[src/rtl/sseg_pkg.sv]
// ---------------------------------------------------------------------------
// sseg_pkg
// Shared definitions for the multiplexed-to-static seven-segment capture:
//   - BLANK_ACTIVE_LOW / BLANK_ACTIVE_HIGH : "all segments off" patterns
//   - sel_class_e / sel_info_t            : digit-select classification result
//   - classify()                          : NONE / ONE / MULTI plus one-hot index
//   - clog2()                             : elaboration-time ceil(log2)
// ---------------------------------------------------------------------------
package sseg_pkg;

  localparam logic [6:0] BLANK_ACTIVE_LOW  = 7'h7F;
  localparam logic [6:0] BLANK_ACTIVE_HIGH = 7'h00;

  // Widest select bus classify() accepts; callers zero-extend narrower buses.
  localparam int MAX_DIGITS = 32;
  localparam int MAX_IDX_W  = 5;

  typedef enum logic [1:0] {
    SEL_NONE  = 2'd0,
    SEL_ONE   = 2'd1,
    SEL_MULTI = 2'd2
  } sel_class_e;

  typedef struct packed {
    sel_class_e             cls;
    logic [MAX_IDX_W-1:0]   idx;  // meaningful only when cls == SEL_ONE
  } sel_info_t;

  // Ceiling log2; clog2(0) and clog2(1) both return 0.
  function automatic int clog2(input longint unsigned value);
    int              bits;
    longint unsigned span;
    bits = 0;
    span = 1;
    while (span < value) begin
      span = span << 1;
      bits++;
    end
    return bits;
  endfunction

  // Counts active select bits; idx ends up as the position of the last set
  // bit, which is the one-hot index when exactly one bit is set.
  function automatic sel_info_t classify(input logic [MAX_DIGITS-1:0] sel);
    sel_info_t info;
    int        active;
    info.cls = SEL_NONE;
    info.idx = '0;
    active   = 0;
    for (int i = 0; i < MAX_DIGITS; i++) begin
      if (sel[i]) begin
        active++;
        info.idx = MAX_IDX_W'(i);
      end
    end
    if (active == 1) begin
      info.cls = SEL_ONE;
    end else if (active > 1) begin
      info.cls = SEL_MULTI;
    end
    return info;
  endfunction

endpackage

[src/rtl/sseg_digit_slot.sv]
// ---------------------------------------------------------------------------
// sseg_digit_slot
// One static digit: segment register, valid flag and stale-digit timeout.
//   i_clk, i_reset : clock, synchronous active-high reset
//   i_enable       : timeout counting runs only while high
//   i_capture      : load i_data, mark valid, restart the timeout
//   i_hold         : digit is still being driven statically; keep timeout at 0
//   i_data         : segment value to capture
//   o_seg, o_valid : registered segment image and valid flag
// ---------------------------------------------------------------------------
module sseg_digit_slot
  import sseg_pkg::*;
#(
  parameter int               SEG_W   = 7,
  parameter int               TIMEOUT = 1048576,
  parameter logic [SEG_W-1:0] BLANK   = SEG_W'(BLANK_ACTIVE_LOW),
  parameter int               CNT_W   = 21
) (
  input  logic             i_clk,
  input  logic             i_reset,
  input  logic             i_enable,
  input  logic             i_capture,
  input  logic             i_hold,
  input  logic [SEG_W-1:0] i_data,
  output logic [SEG_W-1:0] o_seg,
  output logic             o_valid
);

  localparam logic [CNT_W-1:0] TO_LIMIT = CNT_W'(TIMEOUT);
  localparam bit               TO_EN    = (TIMEOUT != 0);

  logic [SEG_W-1:0] r_seg;
  logic             r_valid;
  logic [CNT_W-1:0] r_to_cnt;
  logic [CNT_W-1:0] w_to_inc;

  assign w_to_inc = r_to_cnt + CNT_W'(1);

  // NOTE: reset is sampled inside the clocked block, so it is synchronous and
  // has priority over every other branch below.
  always_ff @(posedge i_clk) begin
    if (i_reset) begin
      r_seg    <= BLANK;
      r_valid  <= 1'b0;
      r_to_cnt <= '0;
    end else if (i_capture) begin
      // Capture outranks an expiry that would land on the same edge.
      r_seg    <= i_data;
      r_valid  <= 1'b1;
      r_to_cnt <= '0;
    end else if (i_hold) begin
      r_to_cnt <= '0;
    end else if (TO_EN && i_enable && (r_to_cnt != TO_LIMIT)) begin
      // Counter saturates at the limit, so the blanking fires once.
      r_to_cnt <= w_to_inc;
      if (w_to_inc == TO_LIMIT) begin
        r_seg   <= BLANK;
        r_valid <= 1'b0;
      end
    end
  end

  assign o_seg   = r_seg;
  assign o_valid = r_valid;

endmodule

[src/rtl/sseg_scan_capture.sv]
// ---------------------------------------------------------------------------
// sseg_scan_capture
// Samples a time-multiplexed anode/segment bus and holds a registered static
// image per digit. A digit is captured only after its select and segment
// pattern have been stable for SETTLE consecutive registered samples, which
// rejects ghosting during digit transitions.
//   OSCCLK      : system clock
//   reset       : synchronous, active-high
//   enable      : 1 = capture and timeout counting run, 0 = both freeze
//   an_in       : digit-select bus (polarity set by AN_ACTIVE_LOW)
//   sseg_in     : shared segment bus
//   seg_out     : digit i at [i*SEG_W +: SEG_W]
//   digit_valid : digit holds a captured, unexpired value
//   collision   : one-cycle pulse per sample with more than one digit selected
// ---------------------------------------------------------------------------
module sseg_scan_capture
  import sseg_pkg::*;
#(
  parameter int               DIGITS        = 4,
  parameter int               SEG_W         = 7,
  parameter bit               AN_ACTIVE_LOW = 1'b1,
  parameter int               SETTLE        = 4,
  parameter int               TIMEOUT       = 1048576,
  parameter logic [SEG_W-1:0] BLANK         = SEG_W'(BLANK_ACTIVE_LOW)
) (
  input  logic                      OSCCLK,
  input  logic                      reset,
  input  logic                      enable,
  input  logic [DIGITS-1:0]         an_in,
  input  logic [SEG_W-1:0]          sseg_in,
  output logic [DIGITS*SEG_W-1:0]   seg_out,
  output logic [DIGITS-1:0]         digit_valid,
  output logic                      collision
);

  localparam int                IDX_W     = (DIGITS > 1) ? clog2(DIGITS) : 1;
  localparam int                TO_W      = (TIMEOUT > 0) ? clog2(TIMEOUT + 1) : 1;
  localparam logic [7:0]        SETTLE_C  = 8'(SETTLE);
  localparam logic [DIGITS-1:0] AN_IDLE   = AN_ACTIVE_LOW ? {DIGITS{1'b1}} : '0;

  // Stage-1 input registers and the previous classified sample.
  logic [DIGITS-1:0] r_an_q;
  logic [SEG_W-1:0]  r_seg_q;
  logic [DIGITS-1:0] r_prev_sel;
  logic [SEG_W-1:0]  r_prev_seg;
  logic [7:0]        r_stab_cnt;
  logic              r_run_done;   // current stable run has already captured
  logic              r_collision;

  logic [DIGITS-1:0] w_sel;
  sel_info_t         w_info;
  logic              w_one;
  logic              w_multi;
  logic              w_same;
  logic [IDX_W-1:0]  w_idx;
  logic [7:0]        w_stab_nxt;
  logic              w_hold;
  logic              w_capture;
  logic              w_run_done_nxt;
  logic [DIGITS-1:0] w_cap_vec;
  logic [DIGITS-1:0] w_hold_vec;

  always_ff @(posedge OSCCLK) begin
    // NOTE: non-blocking assignments so every register samples the values
    // from before this edge, independent of statement order.
    if (reset) begin
      r_an_q      <= AN_IDLE;
      r_seg_q     <= BLANK;
      r_prev_sel  <= '0;
      r_prev_seg  <= BLANK;
      r_stab_cnt  <= '0;
      r_run_done  <= 1'b0;
      r_collision <= 1'b0;
    end else begin
      r_an_q      <= an_in;
      r_seg_q     <= sseg_in;
      r_prev_sel  <= w_sel;
      r_prev_seg  <= r_seg_q;
      r_stab_cnt  <= w_stab_nxt;
      r_run_done  <= w_run_done_nxt;
      r_collision <= w_multi;
    end
  end

  always_comb begin
    // NOTE: every signal gets a value on every path (defaults first), so no
    // latch can be inferred.
    w_sel      = AN_ACTIVE_LOW ? ~r_an_q : r_an_q;
    w_info     = classify(MAX_DIGITS'(w_sel));
    w_one      = (w_info.cls == SEL_ONE);
    w_multi    = (w_info.cls == SEL_MULTI);
    w_idx      = w_info.idx[IDX_W-1:0];
    w_same     = (w_sel == r_prev_sel) && (r_seg_q == r_prev_seg);
    w_stab_nxt = '0;

    // None/multi clear the count; a new pattern starts a run at 1.
    if (w_one) begin
      if (!w_same) begin
        w_stab_nxt = 8'd1;
      end else if (r_stab_cnt >= SETTLE_C) begin
        w_stab_nxt = SETTLE_C;
      end else begin
        w_stab_nxt = r_stab_cnt + 8'd1;
      end
    end

    // A captured run that keeps going only refreshes the digit's timeout.
    // A run that saturated while disabled captures as soon as enable returns.
    w_hold         = w_one && w_same && r_run_done;
    w_capture      = enable && w_one && (w_stab_nxt == SETTLE_C) && !w_hold;
    w_run_done_nxt = w_capture || w_hold;
  end

  for (genvar gi = 0; gi < DIGITS; gi++) begin : g_slot
    assign w_cap_vec[gi]  = w_capture && (w_idx == IDX_W'(gi));
    assign w_hold_vec[gi] = w_hold    && (w_idx == IDX_W'(gi));

    sseg_digit_slot #(
      .SEG_W   (SEG_W),
      .TIMEOUT (TIMEOUT),
      .BLANK   (BLANK),
      .CNT_W   (TO_W)
    ) u_slot (
      .i_clk     (OSCCLK),
      .i_reset   (reset),
      .i_enable  (enable),
      .i_capture (w_cap_vec[gi]),
      .i_hold    (w_hold_vec[gi]),
      .i_data    (r_seg_q),
      .o_seg     (seg_out[gi*SEG_W +: SEG_W]),
      .o_valid   (digit_valid[gi])
    );
  end

  assign collision = r_collision;

endmodule
[config.mk]
export PLATFORM = sky130hd
export DESIGN_NAME = sseg_scan_capture
export DESIGN_NICKNAME = d
export VERILOG_FILES = /design/src/rtl/sseg_pkg.sv /design/src/rtl/sseg_digit_slot.sv /design/src/rtl/sseg_scan_capture.sv
export SDC_FILE = /design/constraint.sdc
export NUM_CORES = 1
export LEC_CHECK = 0
export CAP_MARGIN = 20
export CORE_ASPECT_RATIO = 2
export CORE_UTILIZATION = 45
export DETAILED_ROUTE_END_ITERATION = 7
export SLEW_MARGIN = 0
export SYNTH_ARGS = -nofsm -noshare
export SYNTH_HDL_FRONTEND = slang
export SYNTH_SLANG_ARGS = --single-unit
[constraint.sdc]
create_clock -name OSCCLK -period 4.15 [get_ports OSCCLK]
set_input_delay 0.83 -clock OSCCLK [delete_from_list [all_inputs] [get_ports OSCCLK]]
set_output_delay 0.83 -clock OSCCLK [all_outputs]
set_load 0.02 [all_outputs]
==> load_flow_metrics.sql <==
INSERT INTO impl_metrics (metric_group, metric, value, unit) VALUES
('drt', 'drtIter0Drc', '252', ''),
('floorplan', 'die-area', '17500', 'um2'),
('setup_path', 'critPathMaxFanout', '23', ''),
('outcome', 'status', 'finished clean', ''),
('global_routing', 'antenna_found_initial', '0', ''),
('worst_hold_path', 'timing.hold.worst_path_depth', '2', ''),
('cells_and_area', 'syn_to_final_growth', '15.0', '%'),
('floorplan', 'placeableCoreArea', '16400', 'um2'),
('sta', 'tns', '0', 'ns'),
('yosys', 'mappedNetlistArea', '7600', 'um2'),
('power', 'power-per-cell-area', '357', 'nW/um2'),
('sta', 'timing.max_slew.rel_slack', '47.1', '%'),
('placement', 'i_o_buffers', '46', ''),
('drt', 'via_count', '6662', ''),
('setup_path', 'worstReg2RegStart', 'r_an_q[1]', ''),
('floorplan', 'chipWidth', '93.9', 'um'),
('sta', 'report.final.setup_viol', '0', ''),
('placement', 'hpwl', '15.0', 'mm'),
('worst_hold_path', 'hold_start', 'g_slot[1].u_slot.o_valid', ''),
('run', 'drv_cap', '0', ''),
('yosys', 'synth-warning-count', '0', ''),
('cells_and_area', 'final_design_utilization', '53.2', '%'),
('setup_path', 'start_kind', 'flop', ''),
('worst_hold_path', 'worstHoldPathType', 'reg2reg', ''),
('setup_path', 'cp_data_required_time', '4.47', 'ns'),
('sta', 'timing.final.crit_share', '80.8', '%'),
('setup_path', 'slowest_delay', '0.44', 'ns'),
('clock_network', 'clock_tree.buffer_depth', '2', ''),
('yosys', 'dominantRegCellSynth', 'sky130_fd_sc_hd__dfxtp_1', ''),
('floorplan', 'die_height', '186', 'um'),
('placement', 'dp.cells', '1152', ''),
('power', 'total_power', '3.12', 'mW'),
('setup_path', 'worstPathCellList', 'inv_1 > ha_1 > nand2b_1 > and2_1 > ha_1 > nor2b_1 > a31oi_1 > nand4_1 > or2_2 > nor2_1 > buf_4 > nor3_1 > a221oi_1', ''),
('clock_network', 'tritoncts', 'yes', ''),
('cells_and_area', 'mostFrequentLayoutCells', 'sky130_fd_sc_hd__nor2_1, sky130_fd_sc_hd__dfxtp_1, sky130_fd_sc_hd__nand2_1, sky130_fd_sc_hd__xor2_1, sky130_fd_sc_hd__nor3_1', ''),
('yosys', 'syn_area_per_cell', '8.06', 'um2'),
('setup_path', 'cp_slowest_cell', 'sky130_fd_sc_hd__dfxtp_1', ''),
('worst_hold_path', 'endpoint_worst_hold', 'g_slot[1].u_slot.o_valid', ''),
('floorplan', 'io_pins', '47', ''),
('setup_path', 'timing.critical_path.max_delay_family', 'simple AND/OR/NAND/NOR gates', ''),
('drt', 'drt_pass1_iterations', '5', ''),
('floorplan', 'placement_rows', '66', ''),
('sta', 'post_layout_min_period', '3.35', 'ns'),
('yosys', 'asyncSetResetFlopFracSynth', '0', '%'),
('power', 'irDropWorstVdd', '0.000273', 'V'),
('sta', 'final-max-slew-violation-count', '0', ''),
('clock_network', 'worst_setup_hold_path_clk_slew', '0.06', 'ns'),
('drt', 'wirelength', '20.2', 'mm'),
('placement', 'place_congestion', '0.877', ''),
('drt', 'route.detailed.vias_per_inst', '5.63', ''),
('yosys', 'ys_seq_area_share', '39.0', '%'),
('setup_path', 'register_to_register_path_depth', '13', ''),
('sta', 'finalClockSkew', '0.00953', 'ns'),
('global_routing', 'largest_net_degree_at_the_start_of_global_routing', '39', ''),
('setup_path', 'timing.critical_path.mode_cell', 'sky130_fd_sc_hd__ha_1', ''),
('cells_and_area', 'nets', '994', ''),
('floorplan', 'initial_utilization', '46.3', '%'),
('setup_path', 'critPathArrivalTime', '3.67', 'ns'),
('clock_network', 'ctsRootBufferMaster', 'sky130_fd_sc_hd__clkbuf_16', ''),
('setup_path', 'crit_end_element', 'flop', ''),
('global_routing', 'first_global_vias', '6345', ''),
('setup_path', 'regToRegEndpoint', 'g_slot[3].u_slot.o_seg[5]', ''),
('yosys', 'synth-seq-cells', '148', ''),
('sta', 'rsz_0062_raised_after_global_routing', 'no', ''),
('global_routing', 'grt_util_met2', '47.8', '%'),
('yosys', 'synth_edf_count', '0', ''),
('cells_and_area', 'final_common_cell', 'sky130_fd_sc_hd__nor2_1', ''),
('cells_and_area', 'num_antenna_cells', '0', ''),
('global_routing', 'met1_track_usage_gr', '22.8', '%'),
('yosys', 'post_synth_inst_count', '944', ''),
('cells_and_area', 'finish.cell_count_without_fillers', '1184', '');
## report_power, final
group	switching, mW	internal, mW	leakage, nW
Sequential	0.0244	1.44	1.20
Clock	0.638	0.848	0.267
Combinational	0.101	0.0670	1.66
Total	0.763	2.36	3.13
## layout make-up
class / instances / area [um2]
well taps: 204 / 255
repair buffers: 60 / 561
clock buffers: 19 / 443
fillers: 1600 / 7690
clock inverters: 13 / 126
flip-flops and latches: 148 / 2960
multi-input cells: 708 / 4280
inverters: 32 / 120
## sequential cells by signal, summed over array words and instances, names as in the netlist
name,flops
r_prev_sel,4
r_prev_seg,7
g_slot.u_slot.r_to_cnt,84
r_stab_cnt,8
r_run_done,1
g_slot.u_slot.o_seg,28
r_an_q,4
collision,1
g_slot.u_slot.o_valid,4
r_seg_q,7
## per-stage QoR
step / setup WS [ns] / hold WS (ns)
2_1_floorplan: 1.10 / 0.423
6_report: 0.796 / 0.461
3_5_place_dp: 0.742 / 0.456
4_1_cts: 0.776 / 0.466
3_3_place_gp: 0.858 / 0.455
5_1_grt: 0.450 / 0.490
## cell families (layout without fill, tap and decap cells)
group	Yosys count	in the layout	synth area share, %
and+or+nand+nor	466	466	30.6
DFF	148	148	39.0
AOI/OAI and AO/OA	112	112	10.3
xor gates and xnor gates	106	106	12.2
buffers and inverters	92	124	4.99
adders and majority gates	13	13	2.14
muxes	6	6	0.806
other	1	5	0.0493
## worst reg2reg max path, cell delays in order, from the launching register on
cell	delay [ns]
sky130_fd_sc_hd__dfxtp_1	0.44
sky130_fd_sc_hd__inv_1	0.09
sky130_fd_sc_hd__ha_1	0.22
sky130_fd_sc_hd__nand2b_1	0.16
sky130_fd_sc_hd__and2_1	0.15
sky130_fd_sc_hd__ha_1	0.27
sky130_fd_sc_hd__nor2b_1	0.12
sky130_fd_sc_hd__a31oi_1	0.37
sky130_fd_sc_hd__nand4_1	0.26
sky130_fd_sc_hd__or2_2	0.36
sky130_fd_sc_hd__nor2_1	0.14
sky130_fd_sc_hd__buf_4	0.27
sky130_fd_sc_hd__nor3_1	0.08
sky130_fd_sc_hd__a221oi_1	0.30
## Yosys cell counts, types with 13 or more instances
cell,number,area (um2)
sky130_fd_sc_hd__a21oi_1,24,120
sky130_fd_sc_hd__a31oi_1,18,113
sky130_fd_sc_hd__and3_1,15,93.8
sky130_fd_sc_hd__clkbuf_1,45,169
sky130_fd_sc_hd__dfxtp_1,148,2960
sky130_fd_sc_hd__ha_1,13,163
sky130_fd_sc_hd__inv_1,32,120
sky130_fd_sc_hd__nand2_1,64,240
sky130_fd_sc_hd__nand3_1,48,240
sky130_fd_sc_hd__nand4_1,32,200
sky130_fd_sc_hd__nor2_1,149,559
sky130_fd_sc_hd__nor3_1,58,290
sky130_fd_sc_hd__nor4_1,30,188
sky130_fd_sc_hd__o21ai_0,16,80.1
sky130_fd_sc_hd__or2_2,17,106
sky130_fd_sc_hd__xnor2_1,43,377
sky130_fd_sc_hd__xor2_1,63,552
## metal layers
| metal | wire length, um | vias to the layer above |
|---|---|---|
| met5 | 0 | - |
| met2 | 11400 | 117 |
| met4 | 854 | 0 |
| met1 | 7330 | 3155 |
| li1 | - | 3331 |
| met3 | 557 | 59 |
## worst max path at each step
stage | from | to | slack [ns] | cells after the start
after floorplan | r_an_q[1] | g_slot[3].u_slot.o_seg[3] | 1.10 | 13
after global placement | enable | g_slot[3].u_slot.o_seg[0] | 0.86 | 10
after detailed placement | enable | g_slot[3].u_slot.o_seg[2] | 0.74 | 10
after CTS | r_an_q[1] | g_slot[3].u_slot.o_seg[5] | 0.78 | 13
after global routing | r_an_q[1] | g_slot[3].u_slot.o_seg[1] | 0.45 | 13
final | r_an_q[1] | g_slot[3].u_slot.o_seg[5] | 0.80 | 13
No activity file was read; power rests on OpenSTA's default activity.
